## src/rtl/y86_pkg.sv

```systemverilog
// Shared Y86-64 encodings and the pipeline-control FSM state type.
package y86_pkg;

    // Instruction codes seen in the pipeline registers
    localparam logic [3:0] I_HALT   = 4'h0;
    localparam logic [3:0] I_NOP    = 4'h1;
    localparam logic [3:0] I_MRMOVQ = 4'h5;
    localparam logic [3:0] I_OPQ    = 4'h6;
    localparam logic [3:0] I_JXX    = 4'h7;
    localparam logic [3:0] I_RET    = 4'h9;
    localparam logic [3:0] I_POPQ   = 4'hB;

    // Processor status codes
    localparam logic [3:0] S_AOK = 4'h1;
    localparam logic [3:0] S_HLT = 4'h2;
    localparam logic [3:0] S_ADR = 4'h3;
    localparam logic [3:0] S_INS = 4'h4;

    // "No register" selector
    localparam logic [3:0] R_NONE = 4'hF;

    // Run / drain / halted control state
    typedef enum logic [1:0] {
        ST_RUN    = 2'd0,
        ST_DRAIN  = 2'd1,
        ST_HALTED = 2'd2
    } pipe_state_e;

    // True for any status other than normal operation
    function automatic logic is_fault(input logic [3:0] stat);
        return stat != S_AOK;
    endfunction

endpackage

```

## src/rtl/pipe_hazard_detect.sv

```systemverilog
// Combinational hazard and exception detection for the 5-stage Y86-64 pipe.
module pipe_hazard_detect
    import y86_pkg::*;
(
    input  logic [3:0] D_icode,
    input  logic [3:0] d_srcA,
    input  logic [3:0] d_srcB,
    input  logic [3:0] E_icode,
    input  logic [3:0] E_dstM,
    input  logic       e_Cnd,
    input  logic [3:0] M_icode,
    input  logic [3:0] m_stat,
    input  logic [3:0] W_stat,
    output logic       load_use,
    output logic       mispred,
    output logic       ret_pend,
    output logic       exc_m,
    output logic       exc_w
);

    // A load in E feeding a source read in D must wait one cycle.
    // Jumps are predicted taken, so a false condition in E is a mispredict.
    // A ret anywhere in D/E/M blocks fetch until its target is known.
    always_comb begin
        load_use = ((E_icode == I_MRMOVQ) || (E_icode == I_POPQ)) &&
                   (E_dstM != R_NONE) &&
                   ((E_dstM == d_srcA) || (E_dstM == d_srcB));
        mispred  = (E_icode == I_JXX) && !e_Cnd;
        ret_pend = (D_icode == I_RET) || (E_icode == I_RET) || (M_icode == I_RET);
        exc_m    = is_fault(m_stat);
        exc_w    = is_fault(W_stat);
    end

endmodule

```

## src/rtl/pipe_hazard_ctrl.sv

```systemverilog
// Pipeline control unit: stall/bubble generation, CC-write gating and the
// sticky run/drain/halt FSM for the 5-stage Y86-64 core.
// Build option: define PIPE_PERF_CNT_EN to build the saturating performance
// counters; otherwise the counter ports read as zero and no flops exist.
module pipe_hazard_ctrl
    import y86_pkg::*;
#(
    parameter int CNT_W = 32
) (
    input  logic             clk,
    input  logic             rst_n,
    input  logic [3:0]       D_icode,
    input  logic [3:0]       d_srcA,
    input  logic [3:0]       d_srcB,
    input  logic [3:0]       E_icode,
    input  logic [3:0]       E_dstM,
    input  logic             e_Cnd,
    input  logic [3:0]       M_icode,
    input  logic [3:0]       m_stat,
    input  logic [3:0]       W_stat,
    output logic             F_stall,
    output logic             D_stall,
    output logic             D_bubble,
    output logic             E_bubble,
    output logic             M_bubble,
    output logic             W_stall,
    output logic             set_cc_en,
    output logic             halted,
    output logic [3:0]       proc_stat,
    output logic [CNT_W-1:0] cyc_cnt,
    output logic [CNT_W-1:0] lu_cnt,
    output logic [CNT_W-1:0] mp_cnt,
    output logic [CNT_W-1:0] ret_cnt
);

    logic        load_use;
    logic        mispred;
    logic        ret_pend;
    logic        exc_m;
    logic        exc_w;
    pipe_state_e state;

    pipe_hazard_detect u_detect (
        .D_icode  (D_icode),
        .d_srcA   (d_srcA),
        .d_srcB   (d_srcB),
        .E_icode  (E_icode),
        .E_dstM   (E_dstM),
        .e_Cnd    (e_Cnd),
        .M_icode  (M_icode),
        .m_stat   (m_stat),
        .W_stat   (W_stat),
        .load_use (load_use),
        .mispred  (mispred),
        .ret_pend (ret_pend),
        .exc_m    (exc_m),
        .exc_w    (exc_w)
    );

    // Sticky FSM: a memory-stage fault starts draining, a retiring fault
    // (or halt) freezes the pipe and latches its status until reset.
    always_ff @(posedge clk or negedge rst_n) begin
        if (!rst_n) begin
            state     <= ST_RUN;
            halted    <= 1'b0;
            proc_stat <= S_AOK;
        end else begin
            case (state)
                ST_RUN: begin
                    if (exc_w) begin
                        state     <= ST_HALTED;
                        halted    <= 1'b1;
                        proc_stat <= W_stat;
                    end else if (exc_m) begin
                        state <= ST_DRAIN;
                    end
                end
                ST_DRAIN: begin
                    if (exc_w) begin
                        state     <= ST_HALTED;
                        halted    <= 1'b1;
                        proc_stat <= W_stat;
                    end
                end
                ST_HALTED: begin
                    state <= ST_HALTED;
                end
                default: begin
                    state <= ST_RUN;
                end
            endcase
        end
    end

    // Output mux: hazard equations in RUN/DRAIN, frozen pipe in HALTED,
    // and a flushed-but-not-stalled pipe while reset is asserted.
    always_comb begin
        F_stall   = load_use | ret_pend;
        D_stall   = load_use;
        D_bubble  = mispred | (ret_pend & ~load_use);
        E_bubble  = mispred | load_use;
        M_bubble  = exc_m | exc_w;
        W_stall   = exc_w;
        set_cc_en = (E_icode == I_OPQ) & ~exc_m & ~exc_w;
        if (state == ST_HALTED) begin
            F_stall   = 1'b1;
            D_stall   = 1'b1;
            D_bubble  = 1'b0;
            E_bubble  = 1'b0;
            M_bubble  = 1'b1;
            W_stall   = 1'b1;
            set_cc_en = 1'b0;
        end
        if (!rst_n) begin
            F_stall   = 1'b0;
            D_stall   = 1'b0;
            D_bubble  = 1'b1;
            E_bubble  = 1'b1;
            M_bubble  = 1'b1;
            W_stall   = 1'b0;
            set_cc_en = 1'b0;
        end
    end

    // A load-use stall and a mispredict in the same cycle means the pipe
    // registers upstream are already corrupt; D_stall wins if it happens.
    a_no_lu_with_mispred: assert property (
        @(posedge clk) disable iff (!rst_n)
        (state != ST_HALTED) |-> !(load_use && mispred)
    );

`ifdef PIPE_PERF_CNT_EN
    localparam logic [CNT_W-1:0] CNT_ONE = CNT_W'(1);

    logic [CNT_W-1:0] cyc_q;
    logic [CNT_W-1:0] lu_q;
    logic [CNT_W-1:0] mp_q;
    logic [CNT_W-1:0] ret_q;

    // Saturating event counters, frozen once the pipe has halted.
    always_ff @(posedge clk or negedge rst_n) begin
        if (!rst_n) begin
            cyc_q <= '0;
            lu_q  <= '0;
            mp_q  <= '0;
            ret_q <= '0;
        end else if (state != ST_HALTED) begin
            if (cyc_q != '1) cyc_q <= cyc_q + CNT_ONE;
            if (load_use && (lu_q != '1)) lu_q <= lu_q + CNT_ONE;
            if (mispred && (mp_q != '1)) mp_q <= mp_q + CNT_ONE;
            if (ret_pend && !load_use && (ret_q != '1)) ret_q <= ret_q + CNT_ONE;
        end
    end

    assign cyc_cnt = cyc_q;
    assign lu_cnt  = lu_q;
    assign mp_cnt  = mp_q;
    assign ret_cnt = ret_q;
`else
    assign cyc_cnt = '0;
    assign lu_cnt  = '0;
    assign mp_cnt  = '0;
    assign ret_cnt = '0;
`endif

endmodule

```

## config.mk

```make
export PLATFORM = sky130hd
export DESIGN_NAME = pipe_hazard_ctrl
export DESIGN_NICKNAME = d
export VERILOG_FILES = /design/src/rtl/y86_pkg.sv /design/src/rtl/pipe_hazard_detect.sv /design/src/rtl/pipe_hazard_ctrl.sv
export SDC_FILE = /design/constraint.sdc
export NUM_CORES = 1
export LEC_CHECK = 0
export BUFFER_PORTS_ARGS = -buffer_cell sky130_fd_sc_hd__buf_4
export CORE_MARGIN = 1.5
export CORE_UTILIZATION = 30
export DETAILED_ROUTE_END_ITERATION = 8
export PLACE_DENSITY = 0.77
export SYNTH_ARGS = -nofsm -noshare
export SYNTH_HDL_FRONTEND = slang
export SYNTH_SLANG_ARGS = --single-unit
export TNS_END_PERCENT = 50
```

## constraint.sdc

```tcl
create_clock -name clk -period 2.5 [get_ports clk]
set_clock_uncertainty 0.05 [all_clocks]
set_input_delay 0.125 -clock clk [delete_from_list [all_inputs] [get_ports clk]]
set_output_delay 0.125 -clock clk [all_outputs]
set_load 0.03 [all_outputs]
```

Yosys cells after proc, flatten, opt, wreduce, memory -nomap -nowiden. Index checks and enable logic that the tools add are counted.

Bits in registers: 7. Input bits: 35. Logic and storage cells: 59.

Eq/ne operators: 16. Muxes and demuxes: 18. Bitwise logic cells: 10. Reduce and logical (&&, ||, !) cells: 12.

Operators with widths (number): 4-bit equality test, second input constant (4); 1-bit 2-to-1 mux (14); 4-bit by 3-bit equality test with 1-bit output, second input constant (3); 4-bit equality test (2); 4-bit by 1-bit inequality test with 1-bit output, second input constant (2); 2-bit 2-to-1 mux (3); 2-bit one-hot mux with 3 select lines (1); 1-bit logical OR (4); 4-bit inequality test, second input constant (1); 1-bit OR (4); 2-bit AND reduction (2); 1-bit AND (3); 1-bit logical AND (3); 3-bit inequality test, second input constant (1); 1-bit NOT (3); 2-bit by 1-bit equality test with 1-bit output, second input constant (1); 2-bit equality test, second input constant (1); 2-bit zero test (1); 2-bit inequality test, second input constant (1); 2-bit OR reduction (1); 1-bit zero test (1).

Logic depth before layout (Yosys ltp).
Word-level depth: 9. Mapped depth: 6. Gate-level depth less buffers: 6.

Cells and area by module. A second synthesis with hierarchy kept.

Cells, all modules: 192. Area, all modules: 1584.0 µm².

Modules (own cells, without submodules): pipe_hazard_ctrl (instances 1, cells an instance 169, area each 1393.8 µm², sequential area each 176.4 µm²); pipe_hazard_detect (instances 1, cells an instance 23, area each 190.2 µm², sequential area each 0.0 µm²).

Least setup slack after synthesis. Ideal clock, no wire load.

Kind: reg2out. Start point: register state[0]. End point: output port set_cc_en. Arrival: 1816 ps. Path slack: 509 ps. Cell stages (with the launch flop): 6. Cells stage by stage: dfrtp_1 -> inv_1 -> ha_1 -> and2b_1 -> nand3_2 -> nor3_1.

Word-level cells in the longest chain between the ends: 3.

Ends and longest elaborated chain: start: declaration (RTL line pipe_hazard_ctrl.sv:41) `pipe_state_e state;`; start signal: assignment (RTL line pipe_hazard_ctrl.sv:64) `state <= ST_RUN;`; start signal: assignment (RTL line pipe_hazard_ctrl.sv:71) `state <= ST_HALTED;`; start signal: assignment (RTL line pipe_hazard_ctrl.sv:75) `state <= ST_DRAIN;`; 2-bit equality test (RTL line pipe_hazard_ctrl.sv:105) `if (state == ST_HALTED) begin`; 1-bit 2-to-1 mux (RTL line pipe_hazard_ctrl.sv:105); 1-bit 2-to-1 mux (RTL line pipe_hazard_ctrl.sv:114) `if (!rst_n) begin`; end: declaration (RTL line pipe_hazard_ctrl.sv:27) `output logic set_cc_en,`.

Every way passes these cells.

Final worst setup path. Ends and elaborated chain as after synthesis.

==> flow_summary.ini <==
[detailed_routing]
wl_per_cell_um = 8.562
first_pass_iters = 4
drcViolationCount = 0
avgViaCountPerCell = 3.244
drt_iter0_drc = 19
wl_um = 2697
vias = 1022
detail-route-antenna-nets = 0

[logic_synthesis]
ys_seq_elements = 7
ys.warnings.count = 0
synth-compound-area-share_pct = 4.702
synth_edf_count = 0
seq_area_frac_synth_pct = 11.05
synth_most_common_cell = buf_4
syn_inst = 195
synth_cell_types = 31
syn_area_um2 = 1597
synth-adder-area-share_pct = 3.135
async_flop_share_pct = 100.0
synth_area_per_cell_um2 = 8.187
synth_commonest_cells = buf_4 (128), xor2_1 (8), dfrtp_1 (6)
netlist_top_cells_area = buf_4 (60%), dfrtp_1 (9.4%), xor2_1 (4.4%)
synthDominantCellAreaShare_pct = 60.19
synth-simple-area-share_pct = 12.54
synth_top_family_by_area = buffers and inverters
synth_xor_xnor_area_share_pct = 4.389
ys.flop_type = dfrtp_1
synthMuxAreaShare_pct = 2.821
yosys.area.top_type = buf_4

[critical_path]
startpoint_type = register
slowest_delay_ns = 0.37
path_cells = inv_1 > ha_1 > and2b_1 > nand3_2 > nor3_1 > buf_4
crit_required_ns = 2.33
critical_path.max_fanout = 5
endpoint_kind = primary output
crit_slowest_cell = dfrtp_1
critPathTopFamily = simple AND/OR/NAND/NOR gates
critical_path_class = register to primary output
path_buf_inv = 2
cp.arrival_ns = 1.70

[global_routing]
grt-ovfl-total = 0
grt.total_usage_pct = 7.879
grt_pass1_wl_um = 3663
antenna_found_initial = 0
grt_start_max_net_pins = 13
grt_pass1_vias = 762

[sta]
fin_crit_ns = 1.871
setup_viol = 0
report.final.slew_viol_count = 0
period_share_pct = 74.82
grt_setup_unrepaired = no
fmax_ghz = 0.5346
finalHoldViolations = 0
tns_ns = 0

[place]
placedInstanceArea_um2 = 1545
port_buffers = 46
routabilityCongestion = 0.7824
dpl.hpwl_um = 2412

[power_and_ir_drop]
max-vdd-ir-drop_mv = 0.5048
p_per_area_nw_per_um2 = 574.1
p_leak_nw = 0.9333

[die]
ios = 175
die_y_um = 75.95
rows = 26
initial_utilization_pct = 31.26
coreArea_um2 = 5107
die_area_um2 = 5768
die_width_um = 75.95

[cells_and_area]
num_antenna_cells = 0
num-fill-cells = 559
final-seq-area_um2 = 176.4
final_area_um2 = 1600
drive_above_1_share_pct = 23.67
multi_input_area_um2 = 920.9
nNetsFinal = 285
syn2layout_area_growth_pct = 0.2348

[clock_network]
cts_inserted_buffers = 3
h-tree-depth = 1
holdBufCountCts = 1
cts_tree = yes
root_buffer = clkbuf_8
clk_path_buf_depth = 2
clk_pin_slew_worst_paths_ns = 0.04
post_cts_buffers = 0
insertion_delay_ns = 0.22
ctsResizeCount = 0
cts.sink_count = 7

[min_path]
holdCritPathClass = input pin to register

[flow_run]
drv_cap = 0

[status]
status = complete, no violations
-- routing by layer --
metal | vias to the layer above | global-route usage, % | share of wire, %
li1 | 469 | - | -
met1 | 462 | 9.343 | 35
met2 | 89 | 14.05 | 53
met3 | 2 | 1.928 | 11
met4 | 0 | 2.222 | 0.52
met5 | - | 0 | 0
-- worst paths after layout --
kind	start	endpoint	slack [ns]	cells past startpoint
max in group asynchronous	rst_n	proc_stat[0]	1.94	2
worst min register to register	halted	halted	0.42	1
worst max-delay path	state[0]	set_cc_en	0.63	6
worst min-delay path	W_stat[0]	proc_stat[0]	0.1	2
min in group asynchronous	rst_n	state[0]	0.23	2
worst max register to register	state[0]	proc_stat[2]	0.86	5
-- report_power, final --
part | switching, mW | total, mW | internal (mW)
clock network | 0.0480 | 0.158 | 0.110
registers | 0.0217 | 0.179 | 0.158
logic | 0.429 | 0.581 | 0.152
-- layout by cell type, fill, tap and decap left out, drive strengths merged, types with 3 or more instances in the layout --
cell,instances
clkbuf,4
conb,128
nand2,4
buf,46
xor2,8
nor2,5
ha,4
nor4bb,3
o21ai,4
mux2,4
inv,4
dfrtp,6
-- kinds of logic after synthesis --
family,Yosys count
other,1
flip-flops,7
adder cells (fa/ha/maj),4
XOR/XNOR,8
buffers and inverters,132
AND/OR/NAND/NOR,28
multiplexers,4
AO/OA/AOI/OAI,11
-- flip-flops by register name, summed over array words and instances (netlist names) --
| name | count |
|---|---|
| state | 2 |
| halted | 1 |
| proc_stat | 4 |
-- per-stage QoR --
stage	hold slack, ns	cells	utilization (%)	setup slack [ns]	power (mW)
6_report	0.09658	315	31.33	0.6294	0.9187
5_1_grt	0.1040	315	31.33	0.5374	0.9676
4_1_cts	0.09670	315	31.33	0.6301	0.9234
3_5_place_dp	-0.07957	310	30.25	0.8783	0.7599
3_3_place_gp	-0.08321	310	30.25	0.9147	0.7467
2_1_floorplan	-0.2206	322	-	0.5088	0.7659
-- area by class of cell --
type	count	share of cell area, %
multi-input cells	183	57.55
repair buffers	47	22.20
flip-flops and latches	7	11.02
well taps	70	5.473
clock buffers	4	2.815
inverters	4	0.9382
(Power assumes the default switching activity.)
